<file path="src/rtl/imem_arb_pkg.sv">
// Shared types for the instruction-memory arbiter.
package imem_arb_pkg;

  // Port ownership as seen from the previous cycle.
  typedef enum logic [1:0] {
    IDLE   = 2'd0,
    FETCH  = 2'd1,
    LOCKED = 2'd2
  } arb_state_e;

  // Loader-denied cycles tolerated before the loader is forced through.
  localparam int DEFAULT_MAX_WAIT = 4;

endpackage

</file>
<file path="src/rtl/imem_arb_rsp.sv">
// Registered read-response pair: one valid/data register per requester.
// Data holds between reads; valid is a single-cycle pulse after each read grant.
module imem_arb_rsp #(
  parameter int N = 32
) (
  input  logic         clk,
  input  logic         reset,
  input  logic         fetch_rd,
  input  logic         ld_rd,
  input  logic [N-1:0] mem_q,
  output logic         fetch_valid,
  output logic [N-1:0] fetch_q,
  output logic         ld_valid,
  output logic [N-1:0] ld_q
);

  // Capture the RAM word for whichever requester was granted a read this cycle.
  always_ff @(posedge clk or posedge reset) begin
    if (reset) begin
      fetch_valid <= 1'b0;
      fetch_q     <= '0;
      ld_valid    <= 1'b0;
      ld_q        <= '0;
    end else begin
      fetch_valid <= fetch_rd;
      ld_valid    <= ld_rd;
      if (fetch_rd) fetch_q <= mem_q;
      if (ld_rd)    ld_q    <= mem_q;
    end
  end

endmodule

</file>
<file path="src/rtl/imem_arbiter.sv">
// Instruction-memory port arbiter between core fetch and program loader.
// Optional feature macro: IMEM_ARB_STARVE_EN enables the loader starvation guard.
//
// state  | meaning
// IDLE   | nobody owned the port last cycle
// FETCH  | fetch was granted last cycle
// LOCKED | loader holds the port for a burst; fetch is blocked
module imem_arbiter
  import imem_arb_pkg::*;
#(
  parameter int N        = 32,
  parameter int AW       = 6,
  parameter int MAX_WAIT = DEFAULT_MAX_WAIT
) (
  input  logic          clk,
  input  logic          reset,
  input  logic          fetch_req,
  input  logic [AW-1:0] fetch_addr,
  output logic          fetch_gnt,
  output logic          fetch_valid,
  output logic [N-1:0]  fetch_q,
  input  logic          ld_req,
  input  logic          ld_we,
  input  logic          ld_lock,
  input  logic [AW-1:0] ld_addr,
  input  logic [N-1:0]  ld_wdata,
  output logic          ld_gnt,
  output logic          ld_valid,
  output logic [N-1:0]  ld_q,
  output logic [AW-1:0] mem_addr,
  output logic          mem_we,
  output logic [N-1:0]  mem_wdata,
  input  logic [N-1:0]  mem_q
);

  arb_state_e state_q, state_d;
  logic       starve;

`ifdef IMEM_ARB_STARVE_EN
  localparam int CW = $clog2(MAX_WAIT + 1);
  logic [CW-1:0] wait_q;

  assign starve = (wait_q >= CW'(MAX_WAIT));

  // Count consecutive cycles the loader asks and is refused.
  always_ff @(posedge clk or posedge reset) begin
    if (reset)                wait_q <= '0;
    else if (ld_req && !ld_gnt) wait_q <= wait_q + 1'b1;
    else                      wait_q <= '0;
  end
`else
  // Strict fetch priority: the guard can never fire in this build.
  assign starve = (MAX_WAIT < 0);
`endif

  // Ownership state register.
  always_ff @(posedge clk or posedge reset) begin
    if (reset) state_q <= IDLE;
    else       state_q <= state_d;
  end

  // Grant decision and next ownership; no grants at all while in reset.
  always_comb begin
    state_d   = state_q;
    fetch_gnt = 1'b0;
    ld_gnt    = 1'b0;
    if (!reset) begin
      case (state_q)
        LOCKED: begin
          ld_gnt = ld_req;
          if (!ld_lock) state_d = IDLE;
        end
        default: begin
          if (fetch_req && !(starve && ld_req)) fetch_gnt = 1'b1;
          else                                  ld_gnt    = ld_req;
          if (fetch_gnt)             state_d = FETCH;
          else if (ld_gnt && ld_lock) state_d = LOCKED;
          else                        state_d = IDLE;
        end
      endcase
    end
  end

  // RAM port follows the granted requester; fetch address parks there otherwise.
  always_comb begin
    mem_addr  = ld_gnt ? ld_addr : fetch_addr;
    mem_we    = ld_gnt & ld_we;
    mem_wdata = ld_gnt ? ld_wdata : '0;
  end

  imem_arb_rsp #(.N(N)) u_rsp (
    .clk         (clk),
    .reset       (reset),
    .fetch_rd    (fetch_gnt),
    .ld_rd       (ld_gnt & ~ld_we),
    .mem_q       (mem_q),
    .fetch_valid (fetch_valid),
    .fetch_q     (fetch_q),
    .ld_valid    (ld_valid),
    .ld_q        (ld_q)
  );

endmodule

</file>
<file path="config.mk">
export PLATFORM = sky130hd
export DESIGN_NAME = imem_arbiter
export DESIGN_NICKNAME = d
export VERILOG_FILES = /design/src/rtl/imem_arb_pkg.sv /design/src/rtl/imem_arb_rsp.sv /design/src/rtl/imem_arbiter.sv
export SDC_FILE = /design/constraint.sdc
export NUM_CORES = 1
export LEC_CHECK = 0
export BUFFER_PORTS_ARGS = -buffer_cell sky130_fd_sc_hd__clkbuf_2
export CAP_MARGIN = 20
export CORE_ASPECT_RATIO = 1.5
export CORE_MARGIN = 4
export CORE_UTILIZATION = 38
export DETAILED_ROUTE_END_ITERATION = 10
export HOLD_SLACK_MARGIN = 0.1
export PLACE_DENSITY = 0.78
export RECOVER_POWER = 100
export SYNTH_ARGS = -nofsm -noshare
export SYNTH_HDL_FRONTEND = slang
export SYNTH_SLANG_ARGS = --single-unit
</file>
<file path="constraint.sdc">
create_clock -name clk -period 2.3 [get_ports clk]
set_input_delay 0.115 -clock clk [delete_from_list [all_inputs] [get_ports clk]]
set_output_delay 0.115 -clock clk [all_outputs]
set_load 0.005 [all_outputs]
</file>
==> impl_metrics.py, run 1 <==
metrics = {
    "outcome": {
        "outcome": "complete, no violations",
    },
    "critical_path": {
        "ff2ff_setup_slack_ns": 0.45,
        "crit_type": "input port to output port",
        "worstReg2RegEnd": "u_rsp.ld_q[16]$_DFFE_PP0P_",
        "crit_fanout": 29,
        "worstPathArrival_ns": 1.96,
        "critPathSlowestCell": "dlygate4sd3_1",
        "critPathTopFamily": "buffers and inverters",
        "path_cells": "dlygate4sd3_1, clkbuf_1, nand2b_4, a21oi_4, buf_4, and2_1, clkbuf_2",
        "reg2reg_depth": 4,
        "critPathCaptureType": "output port",
        "max_stage_delay_ns": 0.54,
        "crit_required_ns": 2.18,
        "worst-path-buf-inv": 4,
        "r2r_start": "state_q[0]$_DFFE_PP0P_",
        "worst_setup_path_start_kind": "input port",
    },
    "synth": {
        "synth_edf_count": 0,
        "synth.most_common_cell": "dfrtp_1",
        "yosys.area.top_type": "dfrtp_1",
        "netlist_area_um2": 2861,
        "synth_flop_cell": "dfrtp_1",
        "ys_seq_elements": 68,
        "yosysUniqueCellTypes": 16,
        "synth-async-reset-ratio": 1.000,
        "synth_common_cells": "dfrtp_1, mux2_2, and2_1, mux2_1, buf_2",
        "synth_cells": 194,
        "synth-seq-area-share": 0.5947,
        "synth_area_leaders": "dfrtp_1, mux2_2, and2_1",
        "avgSynthCellArea_um2": 14.75,
        "yosysWarnings": 0,
        "syn-num-nets": 276,
        "yosysTopAreaCellShare": 0.5947,
    },
    "layout": {
        "fin_area_um2": 4413,
        "antenna-diode-count": 0,
        "finalNetCount": 505,
        "drive_gt1_frac": 0.5176,
        "fillCellCount": 621,
        "syn_to_final_growth_pct": 54.22,
    },
    "timing": {
        "final_hold_viol_count": 0,
        "setup_violations": 0,
        "fin_skew_ns": 0.008296,
        "max_slew.worst_pin.slew_ns": 1.461,
        "fmax_mhz": 482.5,
        "fin_crit_sh": 0.9011,
        "finalCriticalPeriod_ns": 2.072,
        "tns_ns": 0,
        "maxSlewHeadroom": 0.02610,
        "rsz0062_at_grt": "false",
        "maxSlewViolCount": 0,
    },
    "placed_design": {
        "routabilityCongestion": 0.7399,
        "portBuffers": 188,
        "hpwl_um": 6433,
        "postPlaceCellArea_um2": 3920,
    },
    "clock_network": {
        "cts_max_level": 3,
        "cts.sinks": 68,
        "tritoncts": "built",
        "postCtsSetupBuffers": 0,
        "clkTransAtPathRegs_ns": 0.07,
        "root_buffer": "clkbuf_8",
        "clk_latency_ns": 0.34,
        "cts_buffers": 9,
        "clk_path_buf_depth": 2,
    },
    "global_routing": {
        "overflow": 0,
        "top_usage_layer": "met2",
        "grt_usage": 0.1893,
        "grt_max_degree": 69,
        "grt_pass1_wl_um": 12720,
        "met3_usage": 0.05669,
        "grt_antenna_before_repair": 0,
        "gr-usage-met1": 0.1574,
        "grt_pass1_vias": 2559,
        "grt_util_met2": 0.3806,
    },
    "run": {
        "drv_cap": 0,
    },
    "pwr": {
        "vdd_ir_drop_max_uv": 915.3,
        "leakagePower_nw": 2.122,
        "p_per_area_nw_per_um2": 770.5,
    },
    "detailed_routing": {
        "drt_wl_total_um": 8617,
        "drc_errors": 0,
        "drt-initial-drc-count": 78,
        "vias": 2411,
        "firstDrtPassIters": 4,
        "avgViaCountPerCell": 4.575,
        "drtAntennaViolNets": 0,
        "wl_per_cell_um": 16.35,
    },
    "min_path": {
        "hold_path_depth": 3,
        "hold_start": "ld_we",
        "hp-class": "input port to flop",
        "hold_end": "u_rsp.ld_valid$_DFF_PP0_",
    },
    "floorplanning": {
        "std_cell_rows": 38,
        "start_util": 0.3934,
        "ioPinCount": 189,
        "core-area_um2": 7274,
        "die_y_um": 114.3,
        "die_w_um": 78.86,
        "die_area_um2": 9012,
    },
}
through the flow:
step	setup WS (ns)	cells	util	hold slack, ns	total power, mW
4_1_cts	0.1419	527	0.6178	0.1794	3.502
5_1_grt	0.1024	527	0.6066	0.2019	3.578
2_1_floorplan	0.1080	194	-	0.2329	1.897
6_report	0.2275	527	0.6066	0.1960	3.400
3_5_place_dp	0.5553	477	0.5389	0.3557	2.345
3_3_place_gp	0.6020	477	0.5389	0.3506	2.307
timing repair:
item,4_1_cts,5_1_grt
hold endpoints to repair,66,0
hold buffers,35,0
resized for setup,0,1
setup endpoints to repair,0,1
final cells by class:
cell class                      instances  area, um^2  share of cell area
Clock buffer                           11       151.4             0.03431
Clock inverter                          4       72.57             0.01644
Inverter                                2       11.26            0.002552
Multi-Input combinational cell        114        1086              0.2461
Sequential cell                        68        1702              0.3856
Tap cell                              100       125.1             0.02835
Timing Repair Buffer                  228        1265              0.2866
power breakdown:
part | internal [mW] | switching, mW | leakage, nW | total (mW)
Clock | 0.661 | 0.430 | 0.111 | 1.09
Combinational | 0.426 | 0.314 | 1.20 | 0.740
Sequential | 1.44 | 0.130 | 0.811 | 1.57
worst max path at each step:
| stage | end | from | cells after the start |
|---|---|---|---|
| global placement | u_rsp.fetch_q[11]$_DFFE_PP0P_ | state_q[0]$_DFFE_PP0P_ | 4 |
| detailed placement | u_rsp.fetch_q[19]$_DFFE_PP0P_ | state_q[0]$_DFFE_PP0P_ | 4 |
| finish | mem_wdata[29] | reset | 7 |
| global route | mem_wdata[29] | reset | 7 |
| CTS | mem_wdata[29] | reset | 7 |
| floorplan | u_rsp.fetch_q[0]$_DFFE_PP0P_ | reset | 4 |
worst reg2reg max path: cells and delay by family (launching register included):
family                 cells  cell delay, ns
buffers and inverters      1            0.45
flip-flops                 1            0.39
AO/OA/AOI/OAI              1            0.33
AND/OR/NAND/NOR            1            0.17
multiplexers               1            0.40
cell usage in the layout, fill, tap and decap left out, types with 5 or more instances in the layout:
cell,netlist,final
clkbuf_1,3,57
clkbuf_2,0,132
dfrtp_1,68,68
and2_0,0,21
clkbuf_8,0,11
dlygate4sd3_1,0,35
mux2_2,65,65
mux2_1,5,5
and2_1,33,12
registers in the layout, indices dropped and copies added (netlist names):
signal             count
state_q                2
u_rsp.fetch_q         32
u_rsp.fetch_valid      1
u_rsp.ld_q            32
u_rsp.ld_valid         1
logic make-up (layout without fill, tap and decap cells):
logic type,count (synthesis),in the layout,share of synthesized area
compound gates,4,4,0.01224
buf+inv,12,245,0.02536
flops,68,68,0.5947
mux,70,70,0.2755
simple gates,40,40,0.09227
layer usage:
metal | part of all wire | up-vias
met5 | 0 | -
met4 | 0.031 | 0
met3 | 0.089 | 18
met2 | 0.57 | 122
met1 | 0.31 | 1149
li1 | - | 1122
(Power assumes the default switching activity.)
==> inputs of run 2 (changes only) <==
clock period = 1.9 ns   (was 2.3 ns; I/O delays follow)
==> impl_metrics.py, run 2 (synthesized netlist as in run 1, its figures left out) <==
metrics = {
    "placed_design": {
        "post-place-ws_ns": 0.2071,
        "portBuffers": 188,
        "hpwl_um": 6171,
        "routabilityCongestion": 0.8036,
    },
    "detailed_routing": {
        "drt-initial-drc-count": 85,
        "drc_errors": 0,
        "firstDrtPassIters": 4,
        "drtAntennaViolNets": 0,
        "avgViaCountPerCell": 4.623,
        "vias": 2441,
        "wl_per_cell_um": 16.60,
        "drt_wl_total_um": 8765,
    },
    "floorplanning": {
        "start_util": 0.3934,
        "die_y_um": 114.3,
        "std_cell_rows": 38,
        "core-area_um2": 7274,
        "die_area_um2": 9012,
        "ioPinCount": 189,
        "die_w_um": 78.86,
    },
    "timing": {
        "finalCriticalPeriod_ns": 1.793,
        "final_hold_viol_count": 0,
        "setup_ws_ns": 0.1071,
        "max_slew.worst_pin.slew_ns": 1.629,
        "setup_violations": 0,
        "maxSlewViolCount": 69,
        "fin_crit_sh": 0.9436,
        "fin_skew_ns": 0.008672,
        "timing.hold.ws_ns": 0.1339,
        "fmax_mhz": 557.8,
        "maxSlewHeadroom": -0.08621,
    },
    "critical_path": {
        "max_stage_delay_ns": 0.39,
        "critPathCaptureType": "output port",
        "path_cells": "nand2b_4, a21oi_4, buf_12, mux2_2, clkbuf_2",
        "crit_type": "flop to output port",
        "crit_fanout": 7,
        "worstPathArrival_ns": 1.70,
        "crit_required_ns": 1.80,
        "critPathSlowestCell": "dfrtp_1",
        "worst_setup_path_start_kind": "flop",
    },
    "layout": {
        "drive_gt1_frac": 0.5304,
        "layout_common_cells": "clkbuf_2, dfrtp_1, mux2_2, clkbuf_1, dlygate4sd3_1",
        "layout_commonest_cell": "clkbuf_2",
        "finalNetCount": 506,
        "syn_to_final_growth_pct": 55.27,
        "fillCellCount": 609,
        "final_core_util": 0.6108,
        "antenna-diode-count": 0,
        "largest_registers": "u_rsp.fetch_q: 32 flops, u_rsp.ld_q: 32 flops, state_q: 2 flops",
    },
    "pwr": {
        "vdd_ir_drop_max_uv": 604.1,
        "switching_share": 0.2644,
        "power.total_mw": 3.941,
        "p_clk_frac": 0.285,
        "internal-power_mw": 2.899,
        "p_sw_mw": 1.042,
        "leakagePower_nw": 2.159,
        "p_per_area_nw_per_um2": 887.0,
        "power_frac_seq": 0.484,
        "p_comb_frac": 0.231,
    },
    "clock_network": {
        "clk_path_buf_depth": 2,
        "cts_max_level": 3,
        "cts_buffers": 9,
        "tritoncts": "built",
        "root_buffer": "clkbuf_8",
        "cts.sinks": 68,
        "clkTransAtPathRegs_ns": 0.06,
        "clk_latency_ns": 0.33,
    },
    "outcome": {
        "violations": "capacitance limit, slew limit",
        "outcome": "finished, violations left",
    },
    "global_routing": {
        "grt_max_degree": 69,
        "grt_pass1_vias": 2629,
        "overflow": 0,
        "grt_antenna_before_repair": 0,
        "grt_usage": 0.1912,
        "grt_pass1_wl_um": 12980,
    },
    "run": {
        "drv_cap": 1,
    },
    "min_path": {
        "hp-class": "input port to flop",
    },
}
run 2: layout make-up:
| cell class | count | area (um^2) | share of cell area |
|---|---|---|---|
| flip-flops and latches | 68 | 1702 | 0.3830 |
| repair buffers | 228 | 1305 | 0.2937 |
| multi-input cells | 115 | 1116 | 0.2512 |
| clock buffers | 13 | 148.9 | 0.03351 |
| well taps | 100 | 125.1 | 0.02816 |
| clock inverters | 2 | 35.03 | 0.007885 |
| inverters | 2 | 11.26 | 0.002534 |
run 2: routing by layer:
metal	GRT usage	up-vias	wire, um
li1	-	1119	-
met1	0.1638	1159	2666
met2	0.3710	134	5020
met3	0.05512	29	661
met4	0.1239	0	416
met5	0	-	0
run 2: through the flow:
stage	area, um^2	TNS, ns	instances
finish	4443	0	528
global route	4443	-0.001795	528
CTS	4478	0	526
detailed placement	3933	0	476
global placement	3933	0	476
floorplan	2892	-3.187	194
run 2: repair_timing:
item	in CTS	in global routing
hold buffers	35	0
setup endpoints to repair	31	32
gates cloned	0	1
pin swaps	0	2
gates resized for setup	2	0
buffers inserted	0	1
hold endpoints to repair	66	0
run 2: power groups by stage:
stage               registers [mW]  logic [mW]  clock network, mW
finish                        1.91       0.910               1.12
global route                  1.94       0.994               1.24
CTS                           1.91       0.966               1.16
detailed placement            1.93       0.902                  0
global placement              1.92       0.872                  0
floorplan                     1.93       0.372                  0
run 2: worst paths after layout:
path	startpoint	to	slack [ns]	cells past startpoint
max reg2reg	state_q[0]$_DFFE_PP0P_	u_rsp.ld_q[10]$_DFFE_PP0P_	0.26	4
min in group asynchronous	reset	u_rsp.ld_q[11]$_DFFE_PP0P_	0.50	3
min	ld_we	u_rsp.ld_valid$_DFF_PP0_	0.13	3
max	state_q[0]$_DFFE_PP0P_	mem_addr[5]	0.11	5
max in group asynchronous	reset	u_rsp.ld_q[31]$_DFFE_PP0P_	0.42	3
min reg2reg	u_rsp.ld_q[26]$_DFFE_PP0P_	u_rsp.ld_q[26]$_DFFE_PP0P_	0.50	1
run 2: critical path, delay by kind of cell, from the launching register on:
family | cells | cell delay (ns)
compound gates | 1 | 0.20
simple gates | 1 | 0.20
mux | 1 | 0.32
buf+inv | 2 | 0.25
flops | 1 | 0.39
